**src/rtl/uart_rx_param.sv**
```systemverilog
// uart_rx_param: parametrised LSB-first UART receiver with a valid/ready word output.
// Define UART_RX_PARITY_EN to add a parity bit after the data bits (parity_err otherwise tied 0).
module uart_rx_param #(
    parameter int CLKS_PER_BIT = 868,
    parameter int DATA_BITS    = 8,
    parameter int STOP_BITS    = 1,
    parameter int SYNC_STAGES  = 2,
    parameter bit PARITY_ODD   = 1'b0
) (
    input  logic                 clock,
    input  logic                 reset,
    input  logic                 rx,
    output logic [DATA_BITS-1:0] data_out,
    output logic                 data_valid,
    input  logic                 data_ready,
    output logic                 frame_err,
    output logic                 overrun,
    output logic                 parity_err,
    output logic                 busy
);
    localparam int CW = $clog2(CLKS_PER_BIT);
    localparam int BW = $clog2(DATA_BITS);
    localparam logic [CW-1:0] HALF = CW'(CLKS_PER_BIT / 2 - 1);
    localparam logic [CW-1:0] LAST = CW'(CLKS_PER_BIT - 1);

    typedef enum logic [2:0] {
        IDLE,
        START,
        DATA,
`ifdef UART_RX_PARITY_EN
        PARITY,
`endif
        STOP,
        WAIT_HIGH
    } state_t;

    state_t               state, state_n;
    logic [SYNC_STAGES-1:0] sync_q;
    logic                 rx_s;
    logic [CW-1:0]        count;
    logic [BW-1:0]        bit_idx;
    logic [DATA_BITS-1:0] shreg;
    logic                 stop_bad;
    logic                 tick, last_bit, done, good, perr;

    always_ff @(posedge clock or posedge reset)
        if (reset) sync_q <= '1;
        else       sync_q <= {sync_q[SYNC_STAGES-2:0], rx};

    assign rx_s     = sync_q[SYNC_STAGES-1];
    assign tick     = count == LAST;
    assign last_bit = state == DATA ? bit_idx == BW'(DATA_BITS - 1)
                    : state == STOP ? bit_idx == BW'(STOP_BITS - 1) : 1'b1;
    assign done     = state == STOP && tick && last_bit;
    assign good     = done && !stop_bad && rx_s;

    always_ff @(posedge clock or posedge reset)
        if (reset) state <= IDLE;
        else       state <= state_n;

    always_comb begin
        state_n = state;
        case (state)
            IDLE:      if (!rx_s) state_n = START;
            START:     if (count == HALF) state_n = rx_s ? IDLE : DATA;
`ifdef UART_RX_PARITY_EN
            DATA:      if (tick && last_bit) state_n = PARITY;
            PARITY:    if (tick) state_n = STOP;
`else
            DATA:      if (tick && last_bit) state_n = STOP;
`endif
            STOP:      if (done) state_n = good ? IDLE : WAIT_HIGH;
            WAIT_HIGH: if (rx_s) state_n = IDLE;
            default:   state_n = IDLE;
        endcase
    end

    always_comb begin
        busy      = state != IDLE;
        frame_err = done && !good;
    end

    // bit counter restarts at each sample; START only runs to the mid-bit point
    always_ff @(posedge clock or posedge reset) begin
        if (reset) begin
            count    <= '0;
            bit_idx  <= '0;
            shreg    <= '0;
            stop_bad <= 1'b0;
        end else begin
            count    <= (state == IDLE || state == WAIT_HIGH || tick || (state == START && count == HALF))
                        ? '0 : count + CW'(1);
            bit_idx  <= state == IDLE ? '0 : tick ? (last_bit ? '0 : bit_idx + BW'(1)) : bit_idx;
            stop_bad <= state == IDLE ? 1'b0 : stop_bad | (state == STOP && tick && !rx_s);
            if (state == DATA && tick) shreg <= {rx_s, shreg[DATA_BITS-1:1]};
        end
    end

`ifdef UART_RX_PARITY_EN
    logic par_bit;

    always_ff @(posedge clock or posedge reset)
        if (reset)                          par_bit <= 1'b0;
        else if (state == PARITY && tick)   par_bit <= rx_s;

    assign perr = (^{shreg, par_bit}) != PARITY_ODD;
`else
    assign perr = PARITY_ODD & 1'b0;
`endif

    // a completing frame may reuse the output slot only if it is empty or being accepted now
    always_ff @(posedge clock or posedge reset) begin
        if (reset) begin
            data_out   <= '0;
            data_valid <= 1'b0;
            parity_err <= 1'b0;
            overrun    <= 1'b0;
        end else begin
            overrun <= good && data_valid && !data_ready;
            if (good && (!data_valid || data_ready)) begin
                data_out   <= shreg;
                data_valid <= 1'b1;
                parity_err <= perr;
            end else if (data_ready) begin
                data_valid <= 1'b0;
                parity_err <= 1'b0;
            end
        end
    end
endmodule

```
**config.mk**
```make
export PLATFORM = sky130hd
export DESIGN_NAME = uart_rx_param
export DESIGN_NICKNAME = d
export VERILOG_FILES = /design/src/rtl/uart_rx_param.sv
export SDC_FILE = /design/constraint.sdc
export NUM_CORES = 1
export LEC_CHECK = 0
export ABC_AREA = 1
export ABC_CLOCK_PERIOD_IN_PS = 1950
export BUFFER_PORTS_ARGS = -buffer_cell sky130_fd_sc_hd__buf_4
export CAP_MARGIN = 10
export CELL_PAD_IN_SITES_DETAIL_PLACEMENT = 0
export CELL_PAD_IN_SITES_GLOBAL_PLACEMENT = 1
export CORE_MARGIN = 2
export CORE_UTILIZATION = 46
export CTS_BUF_LIST = sky130_fd_sc_hd__clkbuf_2 sky130_fd_sc_hd__clkbuf_4 sky130_fd_sc_hd__clkbuf_8
export DETAILED_ROUTE_END_ITERATION = 10
export GPL_TIMING_DRIVEN = 0
export PLACE_DENSITY_LB_ADDON = 0.15
export SYNTH_ARGS = -nofsm -noshare
export SYNTH_HDL_FRONTEND = slang
export SYNTH_SLANG_ARGS = --single-unit
```
**constraint.sdc**
```tcl
create_clock -name clock -period 1.95 [get_ports clock]
set_clock_uncertainty 0.2 [all_clocks]
set_input_delay 0.0975 -clock clock [delete_from_list [all_inputs] [get_ports clock]]
set_output_delay 0.0975 -clock clock [all_outputs]
set_load 0.01 [all_outputs]
```
==> results_dict.tcl, run 1 <==
set metrics [dict create \
    vias 1461 \
    ys_async_sr_fraction 1.00 \
    ant_nets 0 \
    initial_core_util 0.470 \
    grt_overflow 0 \
    synth_commonest_cells "56 x nand2_1, 35 x dfrtp_1, 25 x nor2_1, 16 x inv_1, 16 x nand3_1" \
    grt.total_usage 0.181 \
    setup.worst_path.end_class "output pin" \
    path_buf_inv 3 \
    hpwl_um 2580 \
    drt_iter0_drc 83 \
    cp_cell_sequence "inv_1, nor2_1, clkbuf_4, nor2_2, buf_4" \
    clkSinkCount 37 \
    synth-warning-count 0 \
    drv_slew 0 \
    vias_per_cell 4.95 \
    coreArea_um2 3940 \
    slowest_delay_ps 560 \
    fmax_ghz 0.518 \
    worstSetupStartpointType "flop" \
    rsz0062_at_grt "true" \
    yosysMostFrequentCell "nand2_1" \
    clock_path_buffers 2 \
    die_width_um 67.5 \
    grt_max_degree 23 \
    worstSkewPairLatency_ps 290 \
    grt_pass1_vias 1385 \
    nNetsFinal 253 \
    synthCells 213 \
    ys_types 31 \
    synth_top_area_frac 0.473 \
    antenna_cells 0 \
    dieArea_um2 4550 \
    numPortBuffers 15 \
    yosysSeqAreaShare 0.501 \
    path_delay_family "flip-flops" \
    die_h_um 67.5 \
    cts_buffers 5 \
    dp.cells 279 \
    fin_cells 295 \
    synth-seq-cells 37 \
    syn_nets 222 \
    tightestPinTransition_ps 662 \
    hold_viol_final 0 \
    yosysTopAreaCell "dfrtp_1" \
    synth_edf_count 0 \
    first_pass_iters 5 \
    slew-limit-headroom 0.558 \
    power_density_nw_per_um2 662 \
    cp_data_arrival_time_ps 1630 \
    area_growth_pct 22.8 \
    synth_flop_cell "dfrtp_1" \
    crit_type "flop to output pin" \
    worst-endpoint-required_ps 1650 \
    fin_hold_ws_ps 156 \
    period_share 0.990 \
    avgSynthCellArea_um2 8.70 \
    io_pins 17 \
    antenna_found_initial 0 \
    placementRows 23 \
    syn_area_um2 1850 \
    grt_first_pass_wirelength_um 6000 \
    outcome "finished, final reports clean" \
    finalCriticalPeriod_ps 1930 \
    p_leak_uw 0.00119 \
    h-tree-depth 2 \
    cp_max_fo 10 \
    wl_um 3430 \
    crit_path_top_delay_cell "dfstp_2" \
    cap_violations 0 \
    synthTopCellsByArea "dfrtp_1 47%, nand2_1 11%, nor2_1 5.1%" \
    setup_viol 0 \
    clkSlewWorstSetupHoldPaths_ps 70 \
    hold_path_class "flop to flop" \
    cts_tree "done" \
    root_buffer "clkbuf_8" \
    post-route-drc-count 0 \
    wl_per_cell_um 11.6 \
    fin_util 0.577 \
    peakVddDrop_mv 0.580 \
    drive_above_1_share 0.253 \
    gp_congestion 0.774 \
]
-- cells by family (layout without fill, tap and decap cells) --
| family | Yosys count | after routing | share of synthesized area |
|---|---|---|---|
| simple gates | 128 | 128 | 0.348 |
| flops | 37 | 37 | 0.501 |
| buf+inv | 25 | 57 | 0.0547 |
| compound gates | 12 | 12 | 0.0371 |
| fa+ha+maj | 5 | 5 | 0.0338 |
| xor+xnor | 5 | 5 | 0.0236 |
| other cells | 1 | 1 | 0.00202 |
-- sequential cells by signal, indices dropped and copies added (netlist names) --
register	flops
sync_q	2
count	10
stop_bad	1
bit_idx	3
overrun	1
shreg	8
state	3
data_valid	1
data_out	8
-- area by class of cell --
cell class	count	area [um^2]
tap	50	62.6
sequential	37	930
clock buffer	7	90.1
timing repair buffer	24	205
buffer	4	26.3
inverter	21	78.8
fill	354	1670
multi-input combinational	151	853
clock inverter	1	30.0
-- through the flow --
| stage | TNS (ps) | power [uW] | instance area [um^2] | worst slack, ps |
|---|---|---|---|---|
| floorplan | 0 | 806 | 1850 | 267 |
| global placement | 0 | 816 | 2030 | 88.0 |
| global route | -330 | 1570 | 2280 | -63.3 |
| finish | 0 | 1510 | 2280 | 19.3 |
| CTS | 0 | 1520 | 2260 | 5.28 |
| detailed placement | 0 | 823 | 2060 | 46.4 |
-- what timing repair did --
action	in CTS	in global routing
hold buffers	2	0
pin swaps	5	5
setup buffers	5	1
hold endpoints to repair	14	0
setup endpoints to repair	1	9
gates resized for setup	8	3
-- cells in the final DEF (no fill, tap or decap), drive strengths merged, types with 3 or more instances in the layout --
master / count
nand2: 62
dfrtp: 35
nor2: 29
buf: 24
inv: 20
nand3: 19
nand4: 10
clkbuf: 9
nor3: 7
o21ai: 6
xor2: 5
ha: 5
a21oi: 3
-- final timing paths --
path	start	end	slack [ps]	cells after the start
worst max-delay path	sync_q[1]	frame_err	20	5
worst min-delay path	sync_q[0]	sync_q[1]	160	0
worst max register to register	bit_idx[0]	data_out[1]	120	12
worst min register to register	sync_q[0]	sync_q[1]	160	0
max in group asynchronous	reset	data_out[2]	760	4
min in group asynchronous	reset	count[3]	260	3
-- per-layer routing --
metal	wire, um	global-route usage
met5	0	0
met4	66	0.0765
met3	124	0.0600
met2	1590	0.279
met1	1650	0.231
-- power breakdown --
part           internal (uW)  leakage [uW]  switching, uW
combinational           15.7      0.000634           23.7
sequential               771      0.000494           1.30
clock                    431     0.0000619            265
total                   1220       0.00119            290
-- worst register-to-register path, stage by stage, from the launching register on --
cell	delay [ps]
dfrtp_1	400
ha_2	200
ha_4	150
inv_2	40
nand3_2	70
nand2_2	90
inv_2	40
nand2_4	80
nor2_8	40
buf_4	120
buf_4	160
nand4_1	70
nand2_1	60
Note: power is estimated with default switching activity, not from simulation.
==> run 2, diff against run 1 <==
--- a/config.mk
+++ b/config.mk
@@ -17,6 +17,7 @@
 export DETAILED_ROUTE_END_ITERATION = 10
 export GPL_TIMING_DRIVEN = 0
 export PLACE_DENSITY_LB_ADDON = 0.15
+export REMOVE_ABC_BUFFERS = 1
 export SYNTH_ARGS = -nofsm -noshare
 export SYNTH_HDL_FRONTEND = slang
 export SYNTH_SLANG_ARGS = --single-unit
==> run 2 against run 1 <==
The flow now finishes with violations (negative setup slack). Cell area decreased by 0.66%. Sequential cell count unchanged. Fmax decreased by 1.4%. Sequential share of layout area increased by 0.33 points. Hold slack got worse by 33 ps. Core utilization decreased by 0.38 points. Register-to-register slack got worse by 30 ps. Worst setup slack got worse by 28 ps. First-iteration DRC count unchanged. Clock-buffer cell count decreased by 1. Critical path depth increased by 6. Non-clock buffer count decreased by 3.
==> results_dict.tcl, run 2 (synthesis gave the netlist of run 1 again) <==
set metrics [dict create \
    cp_data_arrival_time_ps 1660 \
    initial_core_util 0.470 \
    hold_end "overrun" \
    setup.worst_path.end_class "output pin" \
    drv_slew 0 \
    cap_violations 0 \
    clkSinkCount 37 \
    reg_top3 "count (10), data_out (8), shreg (8)" \
    hold_viol_final 0 \
    tns_ps -8.95 \
    drive_above_1_share 0.252 \
    tightestPinTransition_ps 915 \
    fin_util 0.573 \
    post-route-drc-count 0 \
    ant_nets 0 \
    cts_buffers 5 \
    power_frac_comb 0.023 \
    pwr-share-seq 0.514 \
    fin_cells 292 \
    placementRows 23 \
    reg2reg_to "data_out[6]" \
    dieArea_um2 4550 \
    nNetsFinal 250 \
    rsz0062_at_grt "true" \
    grt.total_usage 0.191 \
    largest_reg_flops 10 \
    netSwitchingFraction 0.202 \
    reg2reg_slack_ps 90 \
    grt_first_pass_wirelength_um 6320 \
    crit_path_frequent_cell "inv_2" \
    final.setup.worst_slack_ps -8.95 \
    fmax_ghz 0.510 \
    grt_overflow 0 \
    area_growth_pct 22.0 \
    peakVddDrop_mv 0.486 \
    regMostFlops "count" \
    hold_path_depth 4 \
    antenna_found_initial 0 \
    vias_per_cell 4.99 \
    grt_max_degree 25 \
    worst-endpoint-required_ps 1650 \
    power_density_nw_per_um2 663 \
    hpwl_um 2680 \
    period_share 1.00 \
    p_leak_uw 0.00117 \
    root_buffer "clkbuf_8" \
    die_h_um 67.5 \
    gp_congestion 0.804 \
    nFillCells 347 \
    setup_viol 1 \
    place_ws_ps -225 \
    wl_um 3740 \
    final_common_cell "nand2_1" \
    worstSetupStartpointType "flop" \
    worstSkewPairLatency_ps 290 \
    slowest_delay_ps 390 \
    clkSlewWorstSetupHoldPaths_ps 80 \
    drt_iter0_drc 83 \
    antenna_cells 0 \
    slew-limit-headroom 0.389 \
    die_width_um 67.5 \
    outcome "finished, violations left" \
    finalCriticalPeriod_ps 1960 \
    cp_max_fo 3 \
    coreArea_um2 3940 \
    grt_pass1_vias 1364 \
    hold_path_class "input port to flop" \
    intPower_uw 1200 \
    worstRegToRegCells 10 \
    numPortBuffers 15 \
    hold_start "data_ready" \
    cts_tree "done" \
    h-tree-depth 2 \
    violations "negative setup slack" \
    dp.cells 275 \
    final_cell_mix "56 x nand2_1, 33 x dfrtp_1, 24 x nor2_1" \
    clock_path_buffers 2 \
    wl_per_cell_um 12.8 \
    io_pins 17 \
    power.share.clock 0.462 \
    first_pass_iters 4 \
    crit_path_top_delay_cell "dfrtp_1" \
    r2r-start "bit_idx[1]" \
    vias 1456 \
    cp_cell_sequence "ha_2, ha_4, inv_2, nand3_2, nand2_2, inv_2, nand2_4, nor2_8, inv_2, nor2_1, buf_4" \
    crit_type "flop to output pin" \
    netSwitchingPower_uw 303 \
]
-- run 2: worst max-delay path by stage --
stage | start | to | depth (start not counted)
global route | bit_idx[1] | frame_err | 11
floorplan | sync_q[1] | data_out[0] | 5
detailed placement | sync_q[1] | data_out[1] | 5
finish | bit_idx[1] | frame_err | 11
CTS | count[0] | frame_err | 8
global placement | sync_q[1] | data_out[4] | 5
-- run 2: per-layer routing --
layer,share of wire,GRT usage
met5,0,0
met4,0.018,0.0893
met3,0.041,0.0600
met2,0.46,0.271
met1,0.48,0.264
-- run 2: repair_timing --
action / 4_1_cts / 5_1_grt
pin swaps: 1 / 4
hold buffers: 2 / 0
endpoints found under the hold margin: 23 / 0
buffers inserted: 0 / 7
gates resized for setup: 4 / 8
cloned: 0 / 0
setup endpoints to repair: 9 / 9
-- run 2: power groups by stage --
stage               combinational, uW  clock, uW  sequential, uW
floorplan                        17.7          0             786
global placement                 27.7          0             787
detailed placement               32.3          0             787
CTS                              35.7        718             771
global route                     39.5        753             772
finish                           34.8        694             772
-- run 2: final cells by class --
class | instances | area (um^2) | area share
tap | 50 | 62.6 | 0.0277
inverter | 21 | 78.8 | 0.0349
timing repair buffer | 25 | 200 | 0.0885
sequential | 37 | 931 | 0.412
clock buffer | 6 | 82.6 | 0.0365
clock inverter | 2 | 37.5 | 0.0166
multi-input combinational | 151 | 868 | 0.384
-- run 2: metrics by stage --
step	instance area, um^2	total power (uW)	hold slack [ps]
2_1_floorplan	1830	804	-98.0
3_3_place_gp	2010	814	6.59
3_5_place_dp	2020	819	8.80
4_1_cts	2170	1530	104
5_1_grt	2260	1560	140
6_report	2260	1500	124
-- run 2: worst max-delay path, delay by kind of cell, from the launching register on --
kind | cells | cell delay [ps]
fa+ha+maj | 2 | 360
buf+inv | 4 | 300
flops | 1 | 390
simple gates | 5 | 340
